[src/rtl/add8_pkg.sv]
// Shared constants and plane/vector types for the add8 datapath
// (nibble adder, pack stage and writeback).
package add8_pkg;

  localparam int ADD8_LANES  = 32;
  localparam int ADD8_NIB_W  = 4;
  localparam int ADD8_BYTE_W = 8;

  typedef logic [ADD8_LANES*ADD8_NIB_W-1:0]  nib_plane_t;
  typedef logic [ADD8_LANES*ADD8_BYTE_W-1:0] byte_vec_t;

endpackage

[src/rtl/add8_pack_fifo.sv]
// Generic synchronous FIFO, WIDTH x DEPTH, with a registered occupancy count.
// in_ready depends only on registered state, so a full FIFO refuses a push
// even in a cycle where it pops. Storage resets to zero so that out_data
// reads zero after reset.
module add8_pack_fifo #(
  parameter int WIDTH = 8,
  parameter int DEPTH = 2
) (
  input  logic             clk,
  input  logic             rst,
  input  logic             in_valid,
  output logic             in_ready,
  input  logic [WIDTH-1:0] in_data,
  output logic             out_valid,
  input  logic             out_ready,
  output logic [WIDTH-1:0] out_data
);

  localparam int PTR_W = (DEPTH > 1) ? $clog2(DEPTH) : 1;
  localparam int CNT_W = $clog2(DEPTH + 1);

  logic [WIDTH-1:0] mem_q [DEPTH];
  logic [WIDTH-1:0] mem_d [DEPTH];
  logic [PTR_W-1:0] wr_ptr_q, wr_ptr_d;
  logic [PTR_W-1:0] rd_ptr_q, rd_ptr_d;
  logic [CNT_W-1:0] count_q, count_d;
  logic             push;
  logic             pop;

  assign in_ready  = (count_q != CNT_W'(DEPTH));
  assign out_valid = (count_q != '0);
  assign out_data  = mem_q[rd_ptr_q];
  assign push      = in_valid && in_ready;
  assign pop       = out_valid && out_ready;

  // Next-state: write at wr_ptr, advance pointers, track occupancy.
  always_comb begin
    mem_d    = mem_q;
    wr_ptr_d = wr_ptr_q;
    rd_ptr_d = rd_ptr_q;
    count_d  = count_q;
    if (push) begin
      mem_d[wr_ptr_q] = in_data;
      wr_ptr_d        = wr_ptr_q + PTR_W'(1);
    end
    if (pop) begin
      rd_ptr_d = rd_ptr_q + PTR_W'(1);
    end
    if (push && !pop) begin
      count_d = count_q + CNT_W'(1);
    end else if (pop && !push) begin
      count_d = count_q - CNT_W'(1);
    end
  end

  // State registers; reset empties the FIFO and discards stored entries.
  always_ff @(posedge clk or posedge rst) begin
    if (rst) begin
      mem_q    <= '{default: '0};
      wr_ptr_q <= '0;
      rd_ptr_q <= '0;
      count_q  <= '0;
    end else begin
      mem_q    <= mem_d;
      wr_ptr_q <= wr_ptr_d;
      rd_ptr_q <= rd_ptr_d;
      count_q  <= count_d;
    end
  end

endmodule

[src/rtl/add8_pack.sv]
// Output stage after the 32-lane nibble adder: re-interleaves the dst0/dst1
// nibble planes into int8 bytes and buffers them, with sign and last flags,
// in a small FIFO feeding the writeback valid/ready stream.
// Optional statistics counters are built when ADD8_PACK_STAT_EN is defined.
module add8_pack
  import add8_pkg::*;
#(
  parameter int LANES = ADD8_LANES,
  parameter int DEPTH = 2
) (
  input  logic                 clk,
  input  logic                 rst,
  input  logic                 in_valid,
  output logic                 in_ready,
  input  logic [LANES*4-1:0]   dst0,
  input  logic [LANES*4-1:0]   dst1,
  input  logic                 in_sign,
  input  logic                 in_last,
  output logic                 out_valid,
  input  logic                 out_ready,
  output logic [LANES*8-1:0]   out_data,
  output logic                 out_sign,
  output logic                 out_last
`ifdef ADD8_PACK_STAT_EN
  ,
  input  logic                 stat_clr,
  output logic [31:0]          stat_beats,
  output logic [31:0]          stat_stall
`endif
);

  localparam int FIFO_W = LANES*8 + 2;

  logic [LANES*8-1:0] packed_data;
  logic [FIFO_W-1:0]  fifo_in;
  logic [FIFO_W-1:0]  fifo_out;

  // Plain concatenation per lane; the adder has already clipped results.
  for (genvar i = 0; i < LANES; i++) begin : g_lane
    assign packed_data[8*i +: 8] = {dst1[4*i +: 4], dst0[4*i +: 4]};
  end

  assign fifo_in = {in_sign, in_last, packed_data};

  add8_pack_fifo #(
    .WIDTH (FIFO_W),
    .DEPTH (DEPTH)
  ) u_fifo (
    .clk       (clk),
    .rst       (rst),
    .in_valid  (in_valid),
    .in_ready  (in_ready),
    .in_data   (fifo_in),
    .out_valid (out_valid),
    .out_ready (out_ready),
    .out_data  (fifo_out)
  );

  assign out_data = fifo_out[LANES*8-1:0];
  assign out_last = fifo_out[LANES*8];
  assign out_sign = fifo_out[LANES*8+1];

`ifdef ADD8_PACK_STAT_EN
  logic [31:0] stat_beats_q, stat_beats_d;
  logic [31:0] stat_stall_q, stat_stall_d;

  // Saturating pop and stall counters; clear wins over an increment.
  always_comb begin
    stat_beats_d = stat_beats_q;
    stat_stall_d = stat_stall_q;
    if (stat_clr) begin
      stat_beats_d = '0;
      stat_stall_d = '0;
    end else begin
      if (out_valid && out_ready && (stat_beats_q != 32'hFFFF_FFFF)) begin
        stat_beats_d = stat_beats_q + 32'd1;
      end
      if (out_valid && !out_ready && (stat_stall_q != 32'hFFFF_FFFF)) begin
        stat_stall_d = stat_stall_q + 32'd1;
      end
    end
  end

  // Counter registers.
  always_ff @(posedge clk or posedge rst) begin
    if (rst) begin
      stat_beats_q <= '0;
      stat_stall_q <= '0;
    end else begin
      stat_beats_q <= stat_beats_d;
      stat_stall_q <= stat_stall_d;
    end
  end

  assign stat_beats = stat_beats_q;
  assign stat_stall = stat_stall_q;
`endif

endmodule

[config.mk]
export PLATFORM = sky130hd
export DESIGN_NAME = add8_pack
export DESIGN_NICKNAME = d
export VERILOG_FILES = /design/src/rtl/add8_pkg.sv /design/src/rtl/add8_pack_fifo.sv /design/src/rtl/add8_pack.sv
export SDC_FILE = /design/constraint.sdc
export NUM_CORES = 1
export LEC_CHECK = 0
export BUFFER_PORTS_ARGS = -buffer_cell sky130_fd_sc_hd__buf_2
export CAP_MARGIN = 30
export CORE_UTILIZATION = 47
export DETAILED_ROUTE_END_ITERATION = 12
export GPL_ROUTABILITY_DRIVEN = 0
export PLACE_DENSITY = 0.72
export SLEW_MARGIN = 20
export SYNTH_ARGS = -nofsm -noshare
export SYNTH_HDL_FRONTEND = slang
export SYNTH_SLANG_ARGS = --single-unit
[constraint.sdc]
create_clock -name clk -period 19.4 [get_ports clk]
set_input_delay 2.91 -clock clk [delete_from_list [all_inputs] [get_ports clk]]
set_output_delay 2.91 -clock clk [all_outputs]
set_load 0.02 [all_outputs]
==> report_table.html, run 1 <==
<table>
<tr><th>Metric</th><th>Value</th></tr>
<tr><th colspan="2">Synthesis</th></tr>
<tr><td>Share of Yosys cell area claimed by the top area cell type</td><td>55.6%</td></tr>
<tr><td>Number of enable-type register cells in the synthesized netlist</td><td>0</td></tr>
<tr><td>Flop and latch count out of synthesis</td><td>520</td></tr>
<tr><td>Cells taking the most area after synthesis</td><td>sky130_fd_sc_hd__dfrtp_1 (56%), sky130_fd_sc_hd__mux2_2 (28%), sky130_fd_sc_hd__mux2_4 (13%)</td></tr>
<tr><td>Cells after Synth</td><td>1394</td></tr>
<tr><td>Most area-hungry cell type in the Yosys netlist</td><td>sky130_fd_sc_hd__dfrtp_1</td></tr>
<tr><td>Number of warnings printed during yosys synthesis</td><td>0</td></tr>
<tr><td>Commonest register cell after synthesis</td><td>sky130_fd_sc_hd__dfrtp_1</td></tr>
<tr><td>Post-synthesis instance area</td><td>0.0234 sq mm</td></tr>
<tr><td>Cell variety after synth</td><td>20</td></tr>
<tr><td>Async set-reset flop share out of synthesis</td><td>100%</td></tr>
<tr><td>Most numerous cell in the Yosys netlist</td><td>sky130_fd_sc_hd__mux2_2</td></tr>
<tr><td>Synth top cells by count</td><td>sky130_fd_sc_hd__mux2_2 (574), sky130_fd_sc_hd__dfrtp_1 (520), sky130_fd_sc_hd__mux2_4 (200)</td></tr>
<tr><td>Proportion of synthesized chip area in sequential cells</td><td>55.6%</td></tr>
<tr><td>Net count after synthesis</td><td>1657</td></tr>
<tr><td>Mean post-synth cell area</td><td>16.8 sq um</td></tr>
<tr><th colspan="2">Layout</th></tr>
<tr><td>Post-route core utilization</td><td>57.7%</td></tr>
<tr><td>Multi-input gate area</td><td>0.00959 sq mm</td></tr>
<tr><td>Number of nets in the finished design</td><td>2169</td></tr>
<tr><td>Layout cells sized above 1</td><td>72.3%</td></tr>
<tr><td>Register area</td><td>0.0130 sq mm</td></tr>
<tr><td>Area added between synthesis and finish</td><td>20.9%</td></tr>
<tr><td>Filler Cell Count</td><td>3917</td></tr>
<tr><th colspan="2">Power</th></tr>
<tr><td>VDD IR-drop max</td><td>154 uV</td></tr>
<tr><td>Static leakage power</td><td>13.2 nW</td></tr>
<tr><td>Total power per unit cell area</td><td>206 mW/mm^2</td></tr>
<tr><td>Total Power</td><td>0.00584 W</td></tr>
<tr><th colspan="2">Setup path</th></tr>
<tr><td>Critical path arrival</td><td>3.93 ns</td></tr>
<tr><td>CP bufs+invs</td><td>3</td></tr>
<tr><td>Critical path endpoint category</td><td>output pin</td></tr>
<tr><td>Worst path required time</td><td>16.49 ns</td></tr>
<tr><td>Type of origin of the critical path</td><td>register</td></tr>
<tr><td>Delay of the slowest critical-path stage</td><td>1.03 ns</td></tr>
<tr><td>Kind of critical path</td><td>reg2out</td></tr>
<tr><td>Slowest library cell on the worst path</td><td>sky130_fd_sc_hd__dfrtp_4</td></tr>
<tr><td>Peak fanout along the critical path</td><td>66</td></tr>
<tr><td>Cell type group with the largest total delay on the critical path</td><td>buffers and inverters</td></tr>
<tr><td>Cell breakdown of the critical path</td><td>buf_4, buf_4, mux2_2, buf_2</td></tr>
<tr><td>Top cell by count, worst path</td><td>sky130_fd_sc_hd__buf_4</td></tr>
<tr><th colspan="2">Route</th></tr>
<tr><td>Antenna-violating nets left</td><td>0</td></tr>
<tr><td>Count of vias placed by the detailed router</td><td>13572</td></tr>
<tr><td>Post-DR wirelength/cell</td><td>20.4 um</td></tr>
<tr><td># DRC</td><td>0</td></tr>
<tr><td>Number of DRC markers in iteration 0</td><td>530</td></tr>
<tr><td>Via-to-Cell Ratio</td><td>5.15</td></tr>
<tr><td>Detailed-routing iteration count for the pre-antenna-repair pass</td><td>4</td></tr>
<tr><td>Total wirelength of the detailed-routed design</td><td>53800 um</td></tr>
<tr><th colspan="2">Placement</th></tr>
<tr><td>HPWL after DPL</td><td>36200 um</td></tr>
<tr><td>Number of I/O port buffers</td><td>521</td></tr>
<tr><th colspan="2">Clock network</th></tr>
<tr><td>Num Clock Sinks</td><td>520</td></tr>
<tr><td>Skew-Pair Late Insertion Delay</td><td>0.60 ns</td></tr>
<tr><td>Resized Gates After CTS</td><td>0</td></tr>
<tr><td>Root buffer selected by CTS</td><td>sky130_fd_sc_hd__clkbuf_16</td></tr>
<tr><td>Number of buffers added to fix hold violations after cts</td><td>0</td></tr>
<tr><td>Number of clock buffers inserted by TritonCTS</td><td>55</td></tr>
<tr><td>Maximum clock path buffer count</td><td>3</td></tr>
<tr><td>H-tree depth</td><td>2</td></tr>
<tr><td>TritonCTS clock tree</td><td>yes</td></tr>
<tr><td>Clock transition at path regs</td><td>0.06 ns</td></tr>
<tr><td>Post CTS Setup Buffer Count</td><td>0</td></tr>
<tr><th colspan="2">GRT</th></tr>
<tr><td>Initial antenna violation count</td><td>24</td></tr>
<tr><td>Overflow left after global routing</td><td>0</td></tr>
<tr><td>GRT Resource Usage Total</td><td>20.9%</td></tr>
<tr><td>First-pass GRT wire length</td><td>83400 um</td></tr>
<tr><td>Largest net degree at the start of global routing</td><td>165</td></tr>
<tr><td>Vias in the first global route</td><td>14849</td></tr>
<tr><th colspan="2">Floorplan</th></tr>
<tr><td>Area of the core</td><td>0.0491 sq mm</td></tr>
<tr><td>Starting Density</td><td>47.7%</td></tr>
<tr><td>Site row count</td><td>81</td></tr>
<tr><td>Number of I/O pins</td><td>522</td></tr>
<tr><td>Die W</td><td>225 um</td></tr>
<tr><td>Die boundary height</td><td>225 um</td></tr>
<tr><td>Die area</td><td>0.0507 sq mm</td></tr>
<tr><th colspan="2">Timing</th></tr>
<tr><td>Final hold violation count</td><td>0</td></tr>
<tr><td>Setup repair after global routing missed its margin</td><td>false</td></tr>
<tr><td>Setup skew after layout</td><td>0.0200 ns</td></tr>
<tr><td>Max-slew violation count</td><td>0</td></tr>
<tr><td>Transition time at the pin with the least slew margin</td><td>1.03 ns</td></tr>
<tr><td>Final Critical Period</td><td>6.84 ns</td></tr>
<tr><td>Achievable frequency</td><td>146 MHz</td></tr>
<tr><td>Setup TNS</td><td>0 ns</td></tr>
<tr><td>Final setup violation count</td><td>0</td></tr>
<tr><td>Worst max-slew margin expressed relative to the limit</td><td>31.3%</td></tr>
<tr><td>Period utilization</td><td>35.3%</td></tr>
<tr><th colspan="2">Job</th></tr>
<tr><td>Max-cap viol count</td><td>0</td></tr>
<tr><th colspan="2">Status</th></tr>
<tr><td>Status</td><td>finished, final reports clean</td></tr>
<tr><th colspan="2">Worst hold path</th></tr>
<tr><td>Type of the tightest min-delay check</td><td>reg2reg</td></tr>
</table>
[through the flow]
| step | area, sq um | setup slack, ns | instances | hold WS (ns) |
|---|---|---|---|---|
| finish | 28300 | 12.56 | 2637 | 0.500 |
| global route | 28300 | 12.33 | 2633 | 0.507 |
| CTS | 28100 | 12.49 | 2613 | 0.503 |
| detailed placement | 26200 | 12.84 | 2509 | 0.488 |
| global placement | 26200 | 12.56 | 2507 | 0.483 |
| floorplan | 23400 | 1.96 | 1394 | 0.456 |
[final cells by class]
cell class                 count  share of cell area (%)
sequential                   520                    46.0
clock inverter                20                   0.893
inverter                       1                  0.0398
tap                          664                    2.94
timing repair buffer         541                    10.2
clock buffer                  84                    5.85
multi-input combinational    787                    33.9
antenna                       20                   0.177
[metal layers]
metal | track usage, % | vias to the layer above | part of all wire (%)
met3 | 6.32 | 149 | 7.0
met1 | 24.5 | 6966 | 39
met4 | 11.4 | 10 | 4.3
li1 | - | 6040 | -
met2 | 34.4 | 407 | 50
met5 | 0 | - | 0.12
[final timing paths]
kind | to | startpoint | slack (ns) | cells past startpoint
worst max register to register | u_fifo.mem_q[18] | u_fifo.count_q[0] | 15.36 | 6
worst max-delay path | out_data[142] | u_fifo.rd_ptr_q | 12.56 | 4
worst min-delay path | u_fifo.mem_q[466] | u_fifo.mem_q[466] | 0.50 | 1
min in group asynchronous | u_fifo.mem_q[409] | rst | 2.24 | 2
worst min register to register | u_fifo.mem_q[466] | u_fifo.mem_q[466] | 0.50 | 1
max in group asynchronous | u_fifo.mem_q[226] | rst | 14.93 | 7
[cells in the final DEF, fill, tap and decap left out, drive strengths merged]
cell and count:
nand2b 1, nand2 1, or2 1, nor2 1, bufinv 5, nand3b 1, clkinvlp 1, inv 4
mux2 774, and3 1, clkbuf 84, buf 541, diode 20, and2 1, xor2 3, ha 1
dfrtp 520, xnor2 2, clkinv 11
[cell families after synthesis]
group	after synthesis	synth area share (%)
mux	774	40.4
flops	520	55.6
buf+inv	87	3.49
simple gates	7	0.241
xor+xnor	5	0.187
fa+ha+maj	1	0.0534
[flip-flops by register name (all words and copies together), names as in the netlist]
register	flops
u_fifo.rd_ptr_q	1
u_fifo.mem_q	516
u_fifo.wr_ptr_q	1
u_fifo.count_q	2
[worst reg2reg max path: stages, from the launching register on]
cell and delay [ns]:
sky130_fd_sc_hd__dfrtp_1 0.42, sky130_fd_sc_hd__nand2b_4 0.20, sky130_fd_sc_hd__and3_4 0.53, sky130_fd_sc_hd__buf_12 0.71
sky130_fd_sc_hd__buf_4 0.74, sky130_fd_sc_hd__buf_4 0.84, sky130_fd_sc_hd__mux2_2 0.50
[report_power, final]
group | leakage (nW) | internal (W) | switching, W
Combinational | 6.09 | 0.00142 | 0.00134
Sequential | 6.12 | 0.00165 | 0.000341
Clock | 0.945 | 0.000656 | 0.000438
(Power assumes the default switching activity.)
==> run 2, diff against run 1 <==
- clock period: 19.4 -> 6.8 ns (I/O delays scaled with it)
==> run 2 against run 1 <==
Compared with the run above: clock-buffer cell count is 3 higher; flip-flop and latch count unchanged; sequential power rose to 2.8 times the previous value; clock skew down 0.0044 ns; cell count is 0.53% lower; routed wire length about the same; critical endpoint is now out_data[17]; largest power group unchanged.
==> report_table.html, run 2 (same netlist as run 1, synthesis figures left out) <==
<table>
<tr><th>Metric</th><th>Value</th></tr>
<tr><th colspan="2">Power</th></tr>
<tr><td>VDD IR-drop max</td><td>382 uV (+150%)</td></tr>
<tr><td>Total power per unit cell area</td><td>585 mW/mm^2 (+180%)</td></tr>
<tr><td>Static leakage power</td><td>13.0 nW (-0.95%)</td></tr>
<tr><th colspan="2">Layout</th></tr>
<tr><td>Layout cells sized above 1</td><td>72.0% (-0.26 points)</td></tr>
<tr><td>Filler Cell Count</td><td>3987 (+1.8%)</td></tr>
<tr><td>Area added between synthesis and finish</td><td>19.8%</td></tr>
<tr><td>Post-route core utilization</td><td>57.2% (-0.52 points)</td></tr>
<tr><td>Largest register by flop count</td><td>u_fifo.mem_q</td></tr>
<tr><td>Commonest cells after routing, fill and taps aside</td><td>sky130_fd_sc_hd__mux2_2 (574), sky130_fd_sc_hd__buf_2 (521), sky130_fd_sc_hd__dfrtp_1 (519)</td></tr>
<tr><td>Biggest regs</td><td>u_fifo.mem_q (516), u_fifo.count_q (2)</td></tr>
<tr><td>Most common cell after layout, fill and taps aside</td><td>sky130_fd_sc_hd__mux2_2</td></tr>
<tr><td>Flip-flop count of the largest register after layout</td><td>516 (unchanged)</td></tr>
<tr><td>Number of nets in the finished design</td><td>2164 (-0.23%)</td></tr>
<tr><td>Number of non-filler instances in the completed layout</td><td>2623 (-0.53%)</td></tr>
<tr><th colspan="2">Status</th></tr>
<tr><td>Status</td><td>finished, final reports clean</td></tr>
<tr><th colspan="2">Route</th></tr>
<tr><td>Post-DR wirelength/cell</td><td>20.5 um (+0.49%)</td></tr>
<tr><td>Antenna-violating nets left</td><td>0 (unchanged)</td></tr>
<tr><td>Number of DRC markers in iteration 0</td><td>547 (+3.2%)</td></tr>
<tr><td>Via-to-Cell Ratio</td><td>5.13 (-0.42%)</td></tr>
<tr><td>Count of vias placed by the detailed router</td><td>13443 (-0.95%)</td></tr>
<tr><td>Detailed-routing iteration count for the pre-antenna-repair pass</td><td>6 (+2)</td></tr>
<tr><td>Total wirelength of the detailed-routed design</td><td>53700 um (about the same)</td></tr>
<tr><td># DRC</td><td>0 (unchanged)</td></tr>
<tr><th colspan="2">Timing</th></tr>
<tr><td>Period utilization</td><td>57.8%</td></tr>
<tr><td>Achievable frequency</td><td>254 MHz</td></tr>
<tr><td>Transition time at the pin with the least slew margin</td><td>1.23 ns (+0.202 ns)</td></tr>
<tr><td>Final setup violation count</td><td>0 (unchanged)</td></tr>
<tr><td>Final Critical Period</td><td>3.93 ns</td></tr>
<tr><td>Max-slew violation count</td><td>0 (unchanged)</td></tr>
<tr><td>Setup skew after layout</td><td>0.0156 ns (-0.00441 ns)</td></tr>
<tr><td>Setup repair after global routing missed its margin</td><td>false</td></tr>
<tr><td>Worst hold margin</td><td>0.415 ns (-0.0844 ns)</td></tr>
<tr><td>Worst max-slew margin expressed relative to the limit</td><td>17.8% (-13 points)</td></tr>
<tr><td>Final hold violation count</td><td>0 (unchanged)</td></tr>
<tr><th colspan="2">Clock network</th></tr>
<tr><td>Post CTS Setup Buffer Count</td><td>0 (unchanged)</td></tr>
<tr><td>H-tree depth</td><td>2 (unchanged)</td></tr>
<tr><td>TritonCTS clock tree</td><td>yes</td></tr>
<tr><td>Number of clock buffers inserted by TritonCTS</td><td>54 (-1.8%)</td></tr>
<tr><td>Num Clock Sinks</td><td>520 (unchanged)</td></tr>
<tr><td>Skew-Pair Late Insertion Delay</td><td>0.58 ns (-0.02 ns)</td></tr>
<tr><td>Number of buffers added to fix hold violations after cts</td><td>0 (unchanged)</td></tr>
<tr><td>Clock transition at path regs</td><td>0.06 ns (about the same)</td></tr>
<tr><td>Resized Gates After CTS</td><td>0 (unchanged)</td></tr>
<tr><td>Root buffer selected by CTS</td><td>sky130_fd_sc_hd__clkbuf_16</td></tr>
<tr><td>Maximum clock path buffer count</td><td>3 (unchanged)</td></tr>
<tr><th colspan="2">Setup path</th></tr>
<tr><td>Kind of critical path</td><td>reg2out</td></tr>
<tr><td>Type of origin of the critical path</td><td>register</td></tr>
<tr><td>Cell breakdown of the critical path</td><td>buf_16, buf_4, mux2_2, buf_2</td></tr>
<tr><td>Critical path arrival</td><td>2.91 ns (-1.02 ns)</td></tr>
<tr><td>CP bufs+invs</td><td>3 (unchanged)</td></tr>
<tr><td>Delay of the slowest critical-path stage</td><td>0.68 ns (-0.35 ns)</td></tr>
<tr><td>Cell type group with the largest total delay on the critical path</td><td>buffers and inverters</td></tr>
<tr><td>Slowest library cell on the worst path</td><td>sky130_fd_sc_hd__dfrtp_4</td></tr>
<tr><td>Critical path endpoint category</td><td>output pin</td></tr>
<tr><td>Peak fanout along the critical path</td><td>66 (unchanged)</td></tr>
<tr><td>Worst path required time</td><td>5.78 ns (-10.71 ns)</td></tr>
<tr><th colspan="2">Worst hold path</th></tr>
<tr><td>Type of the tightest min-delay check</td><td>in2async</td></tr>
<tr><th colspan="2">GRT</th></tr>
<tr><td>GRT Resource Usage Total</td><td>20.8% (-0.096 points)</td></tr>
<tr><td>Overflow left after global routing</td><td>0 (unchanged)</td></tr>
<tr><td>First-pass GRT wire length</td><td>82600 um (-0.93%)</td></tr>
<tr><td>Initial antenna violation count</td><td>20 (-17%)</td></tr>
<tr><td>Vias in the first global route</td><td>14816 (-0.22%)</td></tr>
<tr><td>Largest net degree at the start of global routing</td><td>181 (+9.7%)</td></tr>
<tr><th colspan="2">Floorplan</th></tr>
<tr><td>Number of I/O pins</td><td>522 (unchanged)</td></tr>
<tr><td>Die area</td><td>0.0507 sq mm (unchanged)</td></tr>
<tr><td>Starting Density</td><td>47.7% (unchanged)</td></tr>
<tr><td>Die boundary height</td><td>225 um (unchanged)</td></tr>
<tr><td>Die W</td><td>225 um (unchanged)</td></tr>
<tr><td>Site row count</td><td>81 (unchanged)</td></tr>
<tr><td>Area of the core</td><td>0.0491 sq mm (unchanged)</td></tr>
<tr><th colspan="2">Placement</th></tr>
<tr><td>HPWL after DPL</td><td>36200 um (about the same)</td></tr>
<tr><td>Placed Cells</td><td>2508 (-0.040%)</td></tr>
<tr><td>Number of I/O port buffers</td><td>521 (unchanged)</td></tr>
<tr><th colspan="2">Job</th></tr>
<tr><td>Max-cap viol count</td><td>0 (unchanged)</td></tr>
</table>
[run 2: cell count changes in the layout (fill, tap and decap cells not counted), sizes merged]
cell	delta
buf	-4
bufinv	-5
clkbuf	+3
inv	-2
diode	-3
clkinv	-3
[run 2: path summary, 6_finish.rpt]
kind	startpoint	endpoint	slack (ns)	cells after the start
setup / recovery	u_fifo.rd_ptr_q	out_data[17]	2.87	4
hold / removal	rst	u_fifo.mem_q[448]	0.42	2
setup reg to reg	u_fifo.count_q[0]	u_fifo.mem_q[270]	4.18	4
hold reg to reg	u_fifo.mem_q[349]	u_fifo.mem_q[349]	0.50	1
max in group asynchronous	rst	u_fifo.mem_q[14]	4.74	4
min in group clk	u_fifo.mem_q[349]	u_fifo.mem_q[349]	0.50	1
[run 2: power breakdown]
group,internal [W],leakage [nW],total (W),switching (W)
Sequential,0.00471,6.12,0.00566,0.000952
Combinational,0.00406,6.05,0.00788,0.00381
Clock,0.00167,0.858,0.00286,0.00119
[run 2: area by class of cell]
cell class | count | area (sq um) | share of cell area, %
diodes | 17 | 42.5 | 0.152
clock inverters | 10 | 57.6 | 0.205
clock buffers | 87 | 1670 | 5.94
multi-input cells | 787 | 9590 | 34.2
flip-flops and latches | 520 | 13000 | 46.4
inverters | 1 | 7.51 | 0.0268
repair buffers | 537 | 2840 | 10.1
well taps | 664 | 831 | 2.96
[run 2: metal layers]
metal | track usage (%) | up-vias | wire length, um | share of wire (%)
met4 | 12.7 | 6 | 3140 | 5.8
met1 | 24.4 | 6837 | 21200 | 39
met5 | 0 | - | 34 | 0.063
li1 | - | 6020 | - | -
met2 | 34.0 | 412 | 25900 | 48
met3 | 5.76 | 168 | 3510 | 6.5
[run 2: metrics by stage]
step | power (W) | cell area [sq um] | setup slack [ns] | setup TNS, ns
finish | 0.0164 | 28000 | 2.87 | 0
global route | 0.0172 | 28000 | 2.76 | 0
CTS | 0.0165 | 28000 | 2.63 | 0
detailed placement | 0.0135 | 26300 | 3.29 | 0
global placement | 0.0133 | 26200 | 3.36 | 0
floorplan | 0.0115 | 23400 | -1.28 | -667.80
==> run 3, diff against run 2 <==
- PLACE_DENSITY: 0.72 -> 0.75
- clock period: 6.8 -> 3.2 ns (I/O delays scaled with it)
==> run 3 against run 2 <==
Compared with the run above: combinational power up 120%; largest power group unchanged; non-clock buffer count up 33; clock-buffer cell count unchanged; worst hold slack worse by 0.28 ns; global-route usage about the same; clock skew up 0.010 ns; power up 110%; register-to-register slack worse by 3.2 ns; sequential power up 110%; clock power up 120%.
==> report_table.html, run 3 (same netlist as run 1, synthesis figures left out) <==
<table>
<tr><th>Metric</th><th>Value</th></tr>
<tr><th colspan="2">Status</th></tr>
<tr><td>Status</td><td>finished, final reports clean</td></tr>
<tr><th colspan="2">Timing</th></tr>
<tr><td>Setup ws final</td><td>0.389 ns (-2.48 ns)</td></tr>
<tr><td>Worst hold margin</td><td>0.136 ns (-0.280 ns)</td></tr>
<tr><td>Setup skew after layout</td><td>0.0260 ns (+0.0104 ns)</td></tr>
<tr><td>Final setup violation count</td><td>0 (unchanged)</td></tr>
<tr><td>Final hold violation count</td><td>0 (unchanged)</td></tr>
<tr><td>Period utilization</td><td>87.8%</td></tr>
<tr><td>Setup repair after global routing missed its margin</td><td>false</td></tr>
<tr><td>Achievable frequency</td><td>356 MHz</td></tr>
<tr><td>Transition time at the pin with the least slew margin</td><td>0.825 ns (-0.408 ns)</td></tr>
<tr><td>Worst max-slew margin expressed relative to the limit</td><td>45.0% (+27 points)</td></tr>
<tr><td>Final Critical Period</td><td>2.81 ns</td></tr>
<tr><td>Max-slew violation count</td><td>0 (unchanged)</td></tr>
<tr><th colspan="2">Layout</th></tr>
<tr><td>Number of nets in the finished design</td><td>2197 (+1.5%)</td></tr>
<tr><td>Flip-flop count of the largest register after layout</td><td>516 (unchanged)</td></tr>
<tr><td>Area added between synthesis and finish</td><td>21.6%</td></tr>
<tr><td>Most common cell after layout, fill and taps aside</td><td>sky130_fd_sc_hd__mux2_2</td></tr>
<tr><td>Biggest regs</td><td>u_fifo.mem_q (516), u_fifo.count_q (2)</td></tr>
<tr><td>Number of non-filler instances in the completed layout</td><td>2652 (+1.1%)</td></tr>
<tr><td>Largest register by flop count</td><td>u_fifo.mem_q</td></tr>
<tr><td>Post-route core utilization</td><td>58.0% (+0.84 points)</td></tr>
<tr><td>Commonest cells after routing, fill and taps aside</td><td>sky130_fd_sc_hd__mux2_2 (574), sky130_fd_sc_hd__buf_2 (521), sky130_fd_sc_hd__dfrtp_1 (519)</td></tr>
<tr><td>Layout cells sized above 1</td><td>72.4% (+0.40 points)</td></tr>
<tr><th colspan="2">Clock network</th></tr>
<tr><td>Resized Gates After CTS</td><td>0 (unchanged)</td></tr>
<tr><td>Root buffer selected by CTS</td><td>sky130_fd_sc_hd__clkbuf_16</td></tr>
<tr><td>Post CTS Setup Buffer Count</td><td>0 (unchanged)</td></tr>
<tr><td>Skew-Pair Late Insertion Delay</td><td>0.59 ns (about the same)</td></tr>
<tr><td>Maximum clock path buffer count</td><td>3 (unchanged)</td></tr>
<tr><td>Number of clock buffers inserted by TritonCTS</td><td>54 (unchanged)</td></tr>
<tr><td>TritonCTS clock tree</td><td>yes</td></tr>
<tr><td>H-tree depth</td><td>2 (unchanged)</td></tr>
<tr><td>Num Clock Sinks</td><td>520 (unchanged)</td></tr>
<tr><td>Clock transition at path regs</td><td>0.06 ns (about the same)</td></tr>
<tr><td>Number of buffers added to fix hold violations after cts</td><td>0 (unchanged)</td></tr>
<tr><th colspan="2">Placement</th></tr>
<tr><td>Placed Cells</td><td>2542 (+1.4%)</td></tr>
<tr><td>Number of I/O port buffers</td><td>521 (unchanged)</td></tr>
<tr><td>Worst setup slack after placement</td><td>0.921 ns (-2.37 ns)</td></tr>
<tr><td>HPWL after DPL</td><td>37500 um (+3.7%)</td></tr>
<tr><th colspan="2">GRT</th></tr>
<tr><td>GRT Resource Usage Total</td><td>20.8% (-0.030 points)</td></tr>
<tr><td>Largest net degree at the start of global routing</td><td>115 (-36%)</td></tr>
<tr><td>First-pass GRT wire length</td><td>83600 um (+1.3%)</td></tr>
<tr><td>Vias in the first global route</td><td>15114 (+2.0%)</td></tr>
<tr><td>Overflow left after global routing</td><td>0 (unchanged)</td></tr>
<tr><td>Initial antenna violation count</td><td>17 (-15%)</td></tr>
<tr><th colspan="2">Power</th></tr>
<tr><td>VDD IR-drop max</td><td>760 uV (+99%)</td></tr>
<tr><td>Total power per unit cell area</td><td>1240 mW/mm^2 (+110%)</td></tr>
<tr><td>Static leakage power</td><td>13.3 nW (+1.7%)</td></tr>
<tr><th colspan="2">Floorplan</th></tr>
<tr><td>Site row count</td><td>81 (unchanged)</td></tr>
<tr><td>Die boundary height</td><td>225 um (unchanged)</td></tr>
<tr><td>Die area</td><td>0.0507 sq mm (unchanged)</td></tr>
<tr><td>Number of I/O pins</td><td>522 (unchanged)</td></tr>
<tr><td>Die W</td><td>225 um (unchanged)</td></tr>
<tr><td>Area of the core</td><td>0.0491 sq mm (unchanged)</td></tr>
<tr><td>Starting Density</td><td>47.7% (unchanged)</td></tr>
<tr><th colspan="2">Setup path</th></tr>
<tr><td>Slowest library cell on the worst path</td><td>sky130_fd_sc_hd__dfrtp_4</td></tr>
<tr><td>Type of origin of the critical path</td><td>register</td></tr>
<tr><td>Kind of critical path</td><td>reg2out</td></tr>
<tr><td>Critical path endpoint category</td><td>output pin</td></tr>
<tr><td>Worst path required time</td><td>2.72 ns (-3.06 ns)</td></tr>
<tr><td>CP bufs+invs</td><td>2 (-1)</td></tr>
<tr><td>Peak fanout along the critical path</td><td>27 (-59%)</td></tr>
<tr><td>Cell type group with the largest total delay on the critical path</td><td>flip-flops</td></tr>
<tr><td>Critical path arrival</td><td>2.33 ns (-0.58 ns)</td></tr>
<tr><td>Delay of the slowest critical-path stage</td><td>0.71 ns (+0.03 ns)</td></tr>
<tr><td>Cell breakdown of the critical path</td><td>buf_4, mux2_2, buf_2</td></tr>
<tr><th colspan="2">Route</th></tr>
<tr><td>Via-to-Cell Ratio</td><td>5.15 (+0.56%)</td></tr>
<tr><td>Total wirelength of the detailed-routed design</td><td>53400 um (-0.61%)</td></tr>
<tr><td>Count of vias placed by the detailed router</td><td>13668 (+1.7%)</td></tr>
<tr><td>Post-DR wirelength/cell</td><td>20.1 um (-1.7%)</td></tr>
<tr><td>Antenna-violating nets left</td><td>0 (unchanged)</td></tr>
<tr><td>Detailed-routing iteration count for the pre-antenna-repair pass</td><td>4 (-2)</td></tr>
<tr><td># DRC</td><td>0 (unchanged)</td></tr>
<tr><td>Number of DRC markers in iteration 0</td><td>496 (-9.3%)</td></tr>
<tr><th colspan="2">Job</th></tr>
<tr><td>Max-cap viol count</td><td>0 (unchanged)</td></tr>
<tr><th colspan="2">Worst hold path</th></tr>
<tr><td>Type of the tightest min-delay check</td><td>in2reg</td></tr>
</table>
## run 3: path summary, 6_finish.rpt
| path | from | endpoint | slack (ns) | depth (start not counted) |
|---|---|---|---|---|
| worst max-delay path | u_fifo.rd_ptr_q | out_data[52] | 0.39 | 3 |
| worst min-delay path | dst1[124] | u_fifo.mem_q[252] | 0.14 | 2 |
| worst max register to register | u_fifo.count_q[0] | u_fifo.mem_q[486] | 0.95 | 5 |
| worst min register to register | u_fifo.mem_q[394] | u_fifo.mem_q[394] | 0.50 | 1 |
| max in group asynchronous | rst | u_fifo.mem_q[274] | 2.41 | 4 |
| min in group asynchronous | rst | u_fifo.mem_q[151] | 0.27 | 3 |
## run 3: layout make-up
class                      instances  area (sq um)
multi-input combinational        787          9590
clock buffer                      87          1680
timing repair buffer             570          3180
antenna                           14          35.0
tap                              664           831
clock inverter                     9           126
fill                            3871         20600
inverter                           1          7.51
sequential                       520         13000
## run 3: power breakdown
group | switching (W) | internal [W] | total (W)
Sequential | 0.00181 | 0.0100 | 0.0118
Clock | 0.00253 | 0.00381 | 0.00634
Combinational | 0.00840 | 0.00870 | 0.0171
## run 3: routing by layer
layer  routed length [um]  share of wire, %  GRT usage, %
met2                26800                50          35.2
met3                 3310               6.2          5.61
met4                 2060               3.9          9.94
met5                   49             0.092             0
met1                21200                40          24.5
## run 3: stage by stage
stage	TNS (ns)	power, W	instance area, sq um
global route	0	0.0370	28500
finish	0	0.0352	28500
global placement	0	0.0285	26600
CTS	0	0.0356	28400
floorplan	-2259.00	0.0245	23400
detailed placement	0	0.0290	26600
